File: config.mk
export PLATFORM = sky130hd
export DESIGN_NAME = load_ctrl
export DESIGN_NICKNAME = d
export VERILOG_FILES = /design/src/rtl/load_ctrl_pkg.sv /design/src/rtl/load_phase_sel.sv /design/src/rtl/load_ctrl.sv
export SDC_FILE = /design/constraint.sdc
export NUM_CORES = 1
export LEC_CHECK = 0
export ABC_AREA = 1
export BUFFER_PORTS_ARGS = -buffer_cell sky130_fd_sc_hd__buf_2
export CAP_MARGIN = 5
export CORE_ASPECT_RATIO = 0.9
export CORE_MARGIN = 4
export CORE_UTILIZATION = 40
export DETAILED_ROUTE_END_ITERATION = 7
export PLACE_DENSITY_LB_ADDON = 0.05
export SYNTH_ARGS = -nofsm -noshare
export SYNTH_HDL_FRONTEND = slang
export SYNTH_SLANG_ARGS = --single-unit
File: constraint.sdc
create_clock -name sclk -period 3.61 [get_ports sclk]
set_input_delay 0.1805 -clock sclk [delete_from_list [all_inputs] [get_ports sclk]]
set_output_delay 0.1805 -clock sclk [all_outputs]
set_load 0.02 [all_outputs]
File: src/rtl/load_ctrl_pkg.sv
// rtl/load_ctrl_pkg.sv - shared state encoding and data-type codes for the load sequencer
// Contents: one-hot state codes driven onto the receiver's state bus, the
// index of the RECV bit (the receiver's tready enable), and the 2-bit
// data-type codes shared with the stream receiver.
package load_ctrl_pkg;

  typedef enum logic [5:0] {
    ST_IDLE  = 6'b000001,
    ST_RECV  = 6'b000010,
    ST_CMD   = 6'b000100,
    ST_CHECK = 6'b001000,
    ST_DONE  = 6'b010000,
    ST_ERR   = 6'b100000
  } state_t;

  localparam int RECV_BIT = 1;

  localparam logic [1:0] DT_FEATURE   = 2'b00;
  localparam logic [1:0] DT_WEIGHT    = 2'b01;
  localparam logic [1:0] DT_BIAS      = 2'b10;
  localparam logic [1:0] DT_LEAKYRELU = 2'b11;

  // Phase index -> receiver data-type code.
  function automatic logic [1:0] phase_dtype(input logic [1:0] phase);
    case (phase)
      2'd0:    phase_dtype = DT_FEATURE;
      2'd1:    phase_dtype = DT_WEIGHT;
      2'd2:    phase_dtype = DT_BIAS;
      default: phase_dtype = DT_LEAKYRELU;
    endcase
  endfunction

endpackage

File: src/rtl/load_phase_sel.sv
// rtl/load_phase_sel.sv - priority picker for the next enabled load phase
// Ports:
//   en         effective per-phase enable (bit0 feature .. bit3 leakyrelu)
//   cur        current phase index, signed; -1 selects the first enabled phase
//   next_phase lowest enabled phase strictly above cur
//   none_left  no enabled phase above cur
module load_phase_sel (
  input  logic [3:0]        en,
  input  logic signed [2:0] cur,
  output logic [1:0]        next_phase,
  output logic              none_left
);

  // Scan from the top down so the last hit is the lowest qualifying phase.
  always_comb begin
    next_phase = 2'd0;
    none_left  = 1'b1;
    for (int i = 3; i >= 0; i--) begin
      if (en[i] && (i > int'(cur))) begin
        next_phase = 2'(i);
        none_left  = 1'b0;
      end
    end
  end

endmodule

File: src/rtl/load_ctrl.sv
// rtl/load_ctrl.sv - DMA-to-stream receive sequencer over feature/weight/bias/leakyrelu phases
// Ports:
//   sclk, s_rst_n              clock, synchronous active-low reset
//   start, abort               run pulse (IDLE only), forced return to IDLE
//   phase_en, phase_addrN/lenN per-phase enable, source address, beat count
//   cmd_valid/ready/addr/len   MM2S read command handshake
//   data_type, state           receiver phase type and one-hot state
//   write_finish, rx_beat      receiver last-beat pulse and delivered-beat strobe
//   busy, done, err, err_phase status
module load_ctrl
  import load_ctrl_pkg::*;
#(
  parameter int ADDR_W = 32,
  parameter int LEN_W  = 16
) (
  input  logic              sclk,
  input  logic              s_rst_n,
  input  logic              start,
  input  logic              abort,
  input  logic [3:0]        phase_en,
  input  logic [ADDR_W-1:0] phase_addr0,
  input  logic [ADDR_W-1:0] phase_addr1,
  input  logic [ADDR_W-1:0] phase_addr2,
  input  logic [ADDR_W-1:0] phase_addr3,
  input  logic [LEN_W-1:0]  phase_len0,
  input  logic [LEN_W-1:0]  phase_len1,
  input  logic [LEN_W-1:0]  phase_len2,
  input  logic [LEN_W-1:0]  phase_len3,
  output logic              cmd_valid,
  input  logic              cmd_ready,
  output logic [ADDR_W-1:0] cmd_addr,
  output logic [LEN_W-1:0]  cmd_len,
  output logic [1:0]        data_type,
  output logic [5:0]        state,
  input  logic              write_finish,
  input  logic              rx_beat,
  output logic              busy,
  output logic              done,
  output logic              err,
  output logic [1:0]        err_phase
);

  state_t            st;
  logic [3:0]        en_q;
  logic [ADDR_W-1:0] addr_q [4];
  logic [LEN_W-1:0]  len_q  [4];
  logic [1:0]        cur;
  logic [LEN_W:0]    cnt;    // one spare bit so an overrun is visible

  logic [ADDR_W-1:0] addr_in [4];
  logic [LEN_W-1:0]  len_in  [4];
  logic [3:0]        start_en;
  logic [3:0]        sel_en;
  logic signed [2:0] sel_cur;
  logic [1:0]        sel_next;
  logic              sel_none;
  logic [ADDR_W-1:0] nxt_addr;
  logic [LEN_W-1:0]  nxt_len;
  logic [LEN_W:0]    cnt_nxt;
  logic [LEN_W:0]    len_cur;

  assign addr_in[0] = phase_addr0;
  assign addr_in[1] = phase_addr1;
  assign addr_in[2] = phase_addr2;
  assign addr_in[3] = phase_addr3;
  assign len_in[0]  = phase_len0;
  assign len_in[1]  = phase_len1;
  assign len_in[2]  = phase_len2;
  assign len_in[3]  = phase_len3;

  // A zero-length phase is treated as disabled.
  assign start_en = phase_en & {phase_len3 != '0, phase_len2 != '0,
                                phase_len1 != '0, phase_len0 != '0};

  // In IDLE the picker sees the live configuration (it is latched on the same
  // edge); afterwards it walks the latched enables from the current phase.
  assign sel_en   = (st == ST_IDLE) ? start_en : en_q;
  assign sel_cur  = (st == ST_IDLE) ? 3'sb111 : $signed({1'b0, cur});
  assign nxt_addr = (st == ST_IDLE) ? addr_in[sel_next] : addr_q[sel_next];
  assign nxt_len  = (st == ST_IDLE) ? len_in[sel_next]  : len_q[sel_next];
  assign cnt_nxt  = cnt + {{LEN_W{1'b0}}, rx_beat};
  assign len_cur  = {1'b0, len_q[cur]};
  assign state    = st;

  load_phase_sel u_sel (
    .en         (sel_en),
    .cur        (sel_cur),
    .next_phase (sel_next),
    .none_left  (sel_none)
  );

  always_ff @(posedge sclk) begin
    if (!s_rst_n) begin
      st        <= ST_IDLE;
      en_q      <= '0;
      addr_q    <= '{default: '0};
      len_q     <= '{default: '0};
      cur       <= 2'd0;
      cnt       <= '0;
      cmd_valid <= 1'b0;
      cmd_addr  <= '0;
      cmd_len   <= '0;
      data_type <= DT_FEATURE;
      busy      <= 1'b0;
      done      <= 1'b0;
      err       <= 1'b0;
      err_phase <= 2'd0;
    end else if (abort) begin
      st        <= ST_IDLE;
      cmd_valid <= 1'b0;
      busy      <= 1'b0;
      done      <= 1'b0;
      err       <= 1'b0;
    end else begin
      done <= 1'b0;
      case (st)
        ST_IDLE: begin
          if (start) begin
            en_q   <= start_en;
            addr_q <= addr_in;
            len_q  <= len_in;
            busy   <= 1'b1;
            if (sel_none) begin
              st <= ST_DONE;
            end else begin
              st        <= ST_CMD;
              cur       <= sel_next;
              data_type <= phase_dtype(sel_next);
              cmd_valid <= 1'b1;
              cmd_addr  <= nxt_addr;
              cmd_len   <= nxt_len;
              cnt       <= '0;
            end
          end
        end
        ST_CMD: begin
          if (cmd_ready) begin
            cmd_valid <= 1'b0;
            st        <= ST_RECV;
          end
        end
        ST_RECV: begin
          cnt <= cnt_nxt;
          if (write_finish) begin
            st <= ST_CHECK;
          end else if (cnt_nxt > len_cur) begin
            st        <= ST_ERR;
            err       <= 1'b1;
            err_phase <= cur;
          end
        end
        ST_CHECK: begin
          // rx_beat lags write_finish by one cycle, so the final beat lands here.
          cnt <= cnt_nxt;
          if (cnt_nxt != len_cur) begin
            st        <= ST_ERR;
            err       <= 1'b1;
            err_phase <= cur;
          end else if (sel_none) begin
            st <= ST_DONE;
          end else begin
            st        <= ST_CMD;
            cur       <= sel_next;
            data_type <= phase_dtype(sel_next);
            cmd_valid <= 1'b1;
            cmd_addr  <= nxt_addr;
            cmd_len   <= nxt_len;
            cnt       <= '0;
          end
        end
        ST_DONE: begin
          done <= 1'b1;
          busy <= 1'b0;
          st   <= ST_IDLE;
        end
        ST_ERR: begin
          // Held until abort.
        end
        default: st <= ST_IDLE;
      endcase
    end
  end

endmodule

==> flow_summary.ini <==
[status]
status = finished clean

[finish]
drive_gt1_frac = 0.142
nets = 3005
design_area_mm2 = 0.0202
syn2layout_area_growth_pct = 31.0

[clock_network]
cts_tree = built
cts_max_path_buffers = 3
numCtsBuffers = 34
path_clk_slew_ns = 0.06
insertion_delay_ns = 0.52
clock_sinks = 275
cts_root_buf = clkbuf_16
htreeDepth = 2

[timing]
fmax_mhz = 291
min_period_ns = 3.44
rsz0062_at_grt = no
setup_viol = 0
maxSlewHeadroom = 0.365
fin_skew_ns = 0.0203
finalCritPeriodShare = 0.952
hold_viol_final = 0
worst_pin_slew_ns = 0.952
maxSlewViolCount = 0
fin_tns_setup_ns = 0

[drt]
topRoutingLayerUsed = met5
wirelength_met1_um = 25300
drtPass1Iterations = 6
wl_met3_um = 3640
drt_iter0_markers = 1346
wl_met2_um = 31800
drt_wl_total_um = 63500
drc = 0
viasPerCell = 5.36
wl_per_cell_um = 19.3
postRouteAntennaNets = 0
via_count = 17676

[place]
dp_hpwl_um = 41900
numPortBuffers = 264
placed_cell_area_mm2 = 0.0170
gp_congestion = 0.875

[global_route]
antenna_found_initial = 4
grt_max_degree = 215
grt_pass1_wl_um = 97700
grt_util_all_layers = 0.289
grt_overflow_total = 0
grt_pass1_vias = 17180

[synthesis]
synth_area_leaders = dfxtp_1 (36%), nand2_1 (12%), nand3_1 (8.9%)
post-synth-top-count-cell = nand2_1
netlist.area_leader.share = 0.357
netlist_instances = 2431
yosysTopAreaCell = dfxtp_1
syn_avg_cell_area_um2 = 6.35
yosysSeqAreaShare = 0.357
syn_area_mm2 = 0.0154
syn_nets = 2650
synth_edf_count = 0
synth-main-ff-cell = dfxtp_1
ys_warn_count = 0
ys_types = 40
synth_seq_cells = 275
async_flop_share = 0
synth_commonest_cells = nand2_1 (493), dfxtp_1 (275), inv_1 (275), nand3_1 (275), a21oi_1 (242)

[worst_setup_path]
crit_path_end_kind = flip-flop
crit_type = input port to flip-flop
crit_required_ns = 4.05
start_kind = input port
crit_arrival_ns = 3.88
critPathMaxFanout = 40

[job]
max_cap_viol_count = 0

[floorplanning]
placementRows = 67
initial_utilization = 0.410
dieArea_mm2 = 0.0418
core_area_mm2 = 0.0376
io_pins = 265
fp.dieW_um = 215
die_h_um = 194

[pwr]
powerDensity_mw_per_mm2 = 487
p_leak_uw = 0.00940
ir_drop_mv = 0.398

[worst_hold_path]
hold_path_class = input port to flip-flop
==> layout make-up <==
type                            count  area, µm²
Inverter                          287       1080
Clock buffer                       50       1000
Sequential cell                   275       5510
Multi-Input combinational cell   1690       8170
Fill cell                        3816      17400
Tap cell                          483        604
Clock inverter                     10        129
Timing Repair Buffer              498       3730
Antenna cell                        2       5.00
==> metal layers <==
layer / GRT usage / up-vias
li1: - / 8632
met1: 0.349 / 8236
met2: 0.522 / 672
met3: 0.0375 / 132
met4: 0.119 / 4
met5: 0 / -
==> final timing paths <==
path	to	slack (ns)	start	cells past startpoint
hold reg to reg	cmd_valid	0.46	cmd_valid	2
setup / recovery	cmd_addr[22]	0.17	phase_len1[0]	16
setup reg to reg	cmd_len[4]	0.29	cnt[0]	19
hold / removal	addr_q[65]	0.006	phase_addr1[1]	3
==> cell families (layout without fill, tap and decap cells) <==
kind of cell,after synthesis,in the layout,share of synthesized area
flip-flops,275,275,0.357
buffers and inverters,466,845,0.120
adder cells (fa/ha/maj),16,16,0.0130
AO/OA/AOI/OAI,520,520,0.174
XOR/XNOR,14,14,0.00794
AND/OR/NAND/NOR,1140,1140,0.329
other,0,2,0
==> state kept, by name, indices dropped and copies added (netlist names) <==
signal,count
addr_q,128
len_q,64
cmd_addr,32
cnt,17
cmd_len,16
state,6
en_q,3
cur,2
err_phase,2
busy,1
cmd_valid,1
data_type,1
done,1
err,1
==> placed cells by master, fill, tap and decap left out, types with 32 or more instances in the layout <==
cell type and n:
a21oi_1 240, buf_2 263, buf_4 32, clkbuf_16 38, dfxtp_1 274, dlygate4sd3_1 189
inv_1 275, nand2_1 490, nand3_1 273, nand3b_1 47, nor2_1 205, nor3_1 54
o21ai_0 239
==> critical path, cell delays in order <==
cell and delay, ns:
dlygate4sd3_1 0.54, buf_2 0.14, nor4_1 0.51, nand3_1 0.37
nand3_1 0.15, nand2_1 0.12, inv_2 0.53, nand2_1 0.22
nor2_4 0.13, buf_4 0.43, nand2_1 0.10, nand2_1 0.09
nor2_1 0.07, nand2_1 0.06, nand3_1 0.06, a21oi_1 0.15
==> report_power, final <==
group / total, µW / internal (µW) / switching (µW)
Sequential: 3490 / 3310 / 177
Combinational: 2840 / 985 / 1860
Clock: 3520 / 2140 / 1380
Total: 9850 / 6430 / 3420
==> metrics by stage <==
step                      power, µW  hold slack [ns]  std cells   util  setup WS, ns
after floorplan                5210            0.303       2431      -         0.703
after global placement         6120            0.428       3038  0.452         0.238
after detailed placement       6150            0.435       3038  0.452         0.112
after CTS                      9840          0.00178       3287  0.532        0.0835
after global routing          10400          0.00848       3293  0.537       0.00143
final                          9850          0.00643       3295  0.537         0.173
==> timing repair <==
| item | CTS | global route |
|---|---|---|
| hold endpoints to repair | 189 | 0 |
| buffers inserted | 0 | 2 |
| setup endpoints to repair | 0 | 75 |
| hold buffers | 189 | 0 |
| resized for setup | 0 | 21 |
No activity file was read; power rests on OpenSTA's default activity.
